--- src/rtl/line_window_buffer_if.sv ---
// Pixel-stream and window bundle for line_window_buffer.
// master drives en/px_in; slave returns window, flags and counters.
interface line_window_buffer_if #(
   parameter int COLS      = 32,
   parameter int ROWS      = 32,
   parameter int BIT_WIDTH = 8,
   parameter int K         = 5,
   parameter int CH        = 1
);
   localparam int CW = $clog2(COLS);
   localparam int RW = $clog2(ROWS);

   logic                          en;
   logic [CH*BIT_WIDTH-1:0]       px_in;
   logic [CH*K*K*BIT_WIDTH-1:0]   win_out;
   logic                          win_valid;
   logic                          frame_done;
   logic [CW-1:0]                 col_cnt;
   logic [RW-1:0]                 row_cnt;

   modport master (
      output en, px_in,
      input  win_out, win_valid, frame_done, col_cnt, row_cnt
   );

   modport slave (
      input  en, px_in,
      output win_out, win_valid, frame_done, col_cnt, row_cnt
   );
endinterface

--- src/rtl/line_window_buffer.sv ---
// K x K sliding-window line buffer over a raster pixel stream, CH channels.
// Ports: clk, rst (sync, active-high), lwb (slave: en, px_in -> win_out, win_valid, frame_done, col_cnt, row_cnt).
module line_window_buffer #(
   parameter int COLS      = 32,
   parameter int ROWS      = 32,
   parameter int BIT_WIDTH = 8,
   parameter int K         = 5,
   parameter int CH        = 1
) (
   input logic clk,
   input logic rst,
   line_window_buffer_if.slave lwb
);
   localparam int L  = (K-1)*COLS + K;
   localparam int PW = CH*BIT_WIDTH;
   localparam int CW = $clog2(COLS);
   localparam int RW = $clog2(ROWS);

   localparam logic [CW-1:0] COL_LAST = CW'(COLS-1);
   localparam logic [RW-1:0] ROW_LAST = RW'(ROWS-1);
   localparam logic [CW-1:0] COL_WIN  = CW'(K-1);
   localparam logic [RW-1:0] ROW_WIN  = RW'(K-1);

   // One chain word holds all channels so they shift in lockstep.
   logic [PW-1:0] sr_q [L];

   logic [CW-1:0] col_q, col_d;
   logic [RW-1:0] row_q, row_d;
   logic          valid_q, valid_d;
   logic          done_q, done_d;

   logic [CH*K*K*BIT_WIDTH-1:0] win;

   always_comb begin
      col_d   = col_q;
      row_d   = row_q;
      valid_d = 1'b0;
      done_d  = 1'b0;
      if (lwb.en) begin
         // Gating by position keeps row-straddling and stale windows out.
         valid_d = (row_q >= ROW_WIN) && (col_q >= COL_WIN);
         done_d  = (row_q == ROW_LAST) && (col_q == COL_LAST);
         if (col_q == COL_LAST) begin
            col_d = '0;
            row_d = (row_q == ROW_LAST) ? '0 : row_q + RW'(1);
         end else begin
            col_d = col_q + CW'(1);
         end
      end
   end

   always_ff @(posedge clk) begin
      if (rst) begin
         for (int n = 0; n < L; n++) sr_q[n] <= '0;
         col_q   <= '0;
         row_q   <= '0;
         valid_q <= 1'b0;
         done_q  <= 1'b0;
      end else begin
         if (lwb.en) begin
            sr_q[0] <= lwb.px_in;
            for (int n = 1; n < L; n++) sr_q[n] <= sr_q[n-1];
         end
         col_q   <= col_d;
         row_q   <= row_d;
         valid_q <= valid_d;
         done_q  <= done_d;
      end
   end

   // Top-left of the window is the oldest tap, bottom-right is sr_q[0].
   always_comb begin
      win = '0;
      for (int c = 0; c < CH; c++)
         for (int i = 0; i < K; i++)
            for (int j = 0; j < K; j++)
               win[((c*K + i)*K + j)*BIT_WIDTH +: BIT_WIDTH] =
                  sr_q[(K-1-i)*COLS + (K-1-j)][c*BIT_WIDTH +: BIT_WIDTH];
   end

   assign lwb.win_out    = win;
   assign lwb.win_valid  = valid_q;
   assign lwb.frame_done = done_q;
   assign lwb.col_cnt    = col_q;
   assign lwb.row_cnt    = row_q;
endmodule

--- src/flat_wrapper.sv ---
// flat-port wrapper written by rule: the top's interface ports become plain ports
module line_window_buffer_flat 
#(
   parameter int COLS      = 32,
   parameter int ROWS      = 32,
   parameter int BIT_WIDTH = 8,
   parameter int K         = 5,
   parameter int CH        = 1
)
  (clk, rst, lwb_en, lwb_px_in, lwb_win_out, lwb_win_valid, lwb_frame_done, lwb_col_cnt, lwb_row_cnt);
  line_window_buffer_if #(.COLS(COLS), .ROWS(ROWS), .BIT_WIDTH(BIT_WIDTH), .K(K), .CH(CH)) lwb_i ();
  input logic clk;
  input logic rst;
  input wire logic [$bits(lwb_i.en)-1:0] lwb_en;
  input wire logic [$bits(lwb_i.px_in)-1:0] lwb_px_in;
  output wire logic [$bits(lwb_i.win_out)-1:0] lwb_win_out;
  output wire logic [$bits(lwb_i.win_valid)-1:0] lwb_win_valid;
  output wire logic [$bits(lwb_i.frame_done)-1:0] lwb_frame_done;
  output wire logic [$bits(lwb_i.col_cnt)-1:0] lwb_col_cnt;
  output wire logic [$bits(lwb_i.row_cnt)-1:0] lwb_row_cnt;
  assign lwb_i.en = lwb_en;
  assign lwb_i.px_in = lwb_px_in;
  assign lwb_win_out = lwb_i.win_out;
  assign lwb_win_valid = lwb_i.win_valid;
  assign lwb_frame_done = lwb_i.frame_done;
  assign lwb_col_cnt = lwb_i.col_cnt;
  assign lwb_row_cnt = lwb_i.row_cnt;
  line_window_buffer #(.COLS(COLS), .ROWS(ROWS), .BIT_WIDTH(BIT_WIDTH), .K(K), .CH(CH)) u_core (.clk(clk), .rst(rst), .lwb(lwb_i));
endmodule
--- config.mk ---
export PLATFORM = sky130hd
export DESIGN_NAME = line_window_buffer_flat
export DESIGN_NICKNAME = d
export VERILOG_FILES = /design/src/rtl/line_window_buffer_if.sv /design/src/rtl/line_window_buffer.sv /design/src/flat_wrapper.sv
export SDC_FILE = /design/constraint.sdc
export NUM_CORES = 1
export LEC_CHECK = 0
export ABC_AREA = 1
export CORE_MARGIN = 3
export CORE_UTILIZATION = 40
export CTS_CLUSTER_DIAMETER = 30
export DETAILED_ROUTE_END_ITERATION = 10
export PLACE_DENSITY = 0.62
export SETUP_SLACK_MARGIN = 0.4
export SLEW_MARGIN = 20
export SYNTH_ARGS = -nofsm -noshare
export SYNTH_HDL_FRONTEND = slang
export SYNTH_SLANG_ARGS = --single-unit
--- constraint.sdc ---
create_clock -name clk -period 58.1 [get_ports clk]
set_input_delay 8.715 -clock clk [delete_from_list [all_inputs] [get_ports clk]]
set_output_delay 8.715 -clock clk [all_outputs]
set_load 0.1 [all_outputs]
==> run summary <==
measured slew at the worst slew-check pin - 1110 ps
Final Critical Period - 13620 ps
DR vias - 22200
root buf cell - clkbuf_16
n_diodes - 0
largest fanout on the critical path - 114
CP required - 58570 ps
Final Hold Fails - 0
worst hold path type - reg2reg
LEAKAGE - 20.8 nW
CTS H-Tree Depth - 4
GRT Util Overall - 0.122
fin util - 0.504
CTS-repair resized insts - 0
Detail Route Antenna Nets - 0
most common cell after layout, fill and taps aside - inv_1
initial antenna violation count - 1
status - completed
Final Setup Violations - 0
Syn Nets - 3444
I/O pin total - 223
Die W - 334 µm
crit start category - input port
drt pass-1 iters - 4
max_cap viols - 0
I/O Buffers - 222
Worst IR Drop VDD - 0.0000258 V
share of layout cells above drive strength 1 - 0.224
pins over their slew limit - 0
setup tns final - 0 ps
Worst-path clk slew - 50 ps
type of the worst setup path - in2reg
Max-slew headroom - 0.262
chip height - 334 µm
wire per inst - 12.8 µm
Setup Slack @ Placement - 43600 ps
FMAX - 73.4 MHz
DR DRC count - 0
fin worst setup slack - 44480 ps
RSZ-0062 raised after global routing - no
TritonCTS Buffers - 210
CTS tree - built
Layout Nets - 3748
PD cells - 43.1 nW/µm²
hpwl dp - 35.1 mm
gr ovfl total - 0
Starting DRT DRC Count - 1955
dpl cell area - 45900 µm²
synth-to-layout area growth - 24.3%
routability-driven placement congestion ratio - 0.724
Syn Inst Count - 3426
sequential fraction of the synthesis area - 0.749
number of buffers on the longest clock path - 3
FP Rows - 119
vias per std cell - 4.18
worst skew pair latency - 760 ps
clk_skew - 56.4 ps
flops & latches, synth - 1076
die area - 111000 µm²
hold_buf cts - 0
global-route wire length before repair - 111 mm
fin crit share - 0.234
Design Power - 0.00230 W
CP endpoint kind - register
yosys warns - 0
Netlist Area Pre-Place - 43000 µm²
CP arrival - 14100 ps
Yosys cell types - 19
core area - 106000 µm²
postcts setup bufs - 0
average size of a mapped cell - 12.5 µm²
Routed WL - 67.7 mm
most frequent cells in the layout - inv_1 (1077), edfxtp_1 (1064), nor2_1 (584)
final std cell area, no fill - 53400 µm²
Initial Util - 0.406
vias in the first global route - 21800
Clock Sinks - 1076
largest net degree at the start of global routing - 211
==> registers in the layout (all words and copies together) (netlist names) <==
register,count
u_core.lwb.col_cnt,5
u_core.lwb.frame_done,1
u_core.lwb.row_cnt,5
u_core.lwb.win_valid,1
u_core.sr_q,1064
==> final timing paths <==
check	cells past startpoint	slack (ps)	end	start
setup / recovery	9	44480	u_core.sr_q[32][1]$_SDFFCE_PN0P_	rst
setup reg to reg	6	56310	u_core.lwb.frame_done$_SDFF_PN0_	u_core.lwb.col_cnt[0]$_SDFFE_PP0P_
hold / removal	2	500	u_core.sr_q[13][7]$_SDFFCE_PN0P_	u_core.sr_q[12][15]$_SDFFCE_PN0P_
hold reg to reg	2	500	u_core.sr_q[13][7]$_SDFFCE_PN0P_	u_core.sr_q[12][15]$_SDFFCE_PN0P_
==> power breakdown <==
group	switching [W]	internal (W)
registers	0.0000166	0.000906
clock network	0.000405	0.000826
logic	0.000120	0.0000294
==> cell usage after synthesis <==
cell | n | area (µm²)
buf_8 | 3 | 45.0
o22ai_1 | 1 | 6.26
inv_4 | 1 | 6.26
buf_6 | 53 | 597
nand2_2 | 1 | 6.26
buf_4 | 32 | 240
nor2_2 | 490 | 3070
edfxtp_1 | 1064 | 32000
inv_1 | 1077 | 4040
nand3_1 | 4 | 20.0
ha_1 | 7 | 87.6
o21ai_0 | 4 | 20.0
nand2_1 | 18 | 67.6
clkbuf_1 | 2 | 7.51
a21oi_1 | 6 | 30.0
dfxtp_1 | 12 | 240
nor2_1 | 584 | 2190
nor3_1 | 6 | 30.0
buf_2 | 61 | 305
==> final cells by class <==
type	count	area, µm²
repair buffers	243	2420
fillers	9054	52500
well taps	1391	1740
multi-input cells	1121	5550
flip-flops and latches	1076	32200
clock inverters	162	2000
inverters	1078	4050
clock buffers	235	5430
==> critical path, cell delays in order <==
cell	delay [ps]
clkdlybuf4s50_1	470
buf_4	360
inv_4	150
nand2_8	760
buf_4	890
buf_4	820
buf_4	830
buf_4	830
nor2_1	90
==> layer usage <==
metal / vias to the layer above / track usage / part of all wire
met2: 483 / 0.163 / 0.41
met3: 120 / 0.0438 / 0.077
met1: 10600 / 0.177 / 0.49
li1: 11000 / - / -
met4: 0 / 0.0523 / 0.023
met5: - / 0 / 0
==> logic make-up (layout without fill, tap and decap cells) <==
group	count (synthesis)	in the layout	share of synthesized area
AOI/OAI and AO/OA	11	11	0.00131
buffers and inverters	1229	1718	0.122
adders and majority gates	7	7	0.00204
and+or+nand+nor	1103	1103	0.125
DFF	1076	1076	0.749
==> per-stage QoR <==
stage,cells,hold WS (ps)
final,5306,498
after global placement,4908,520
after CTS,5305,497
after global routing,5306,510
after detailed placement,4908,525
after floorplan,3426,519
No activity file was read; power rests on OpenSTA's default activity.
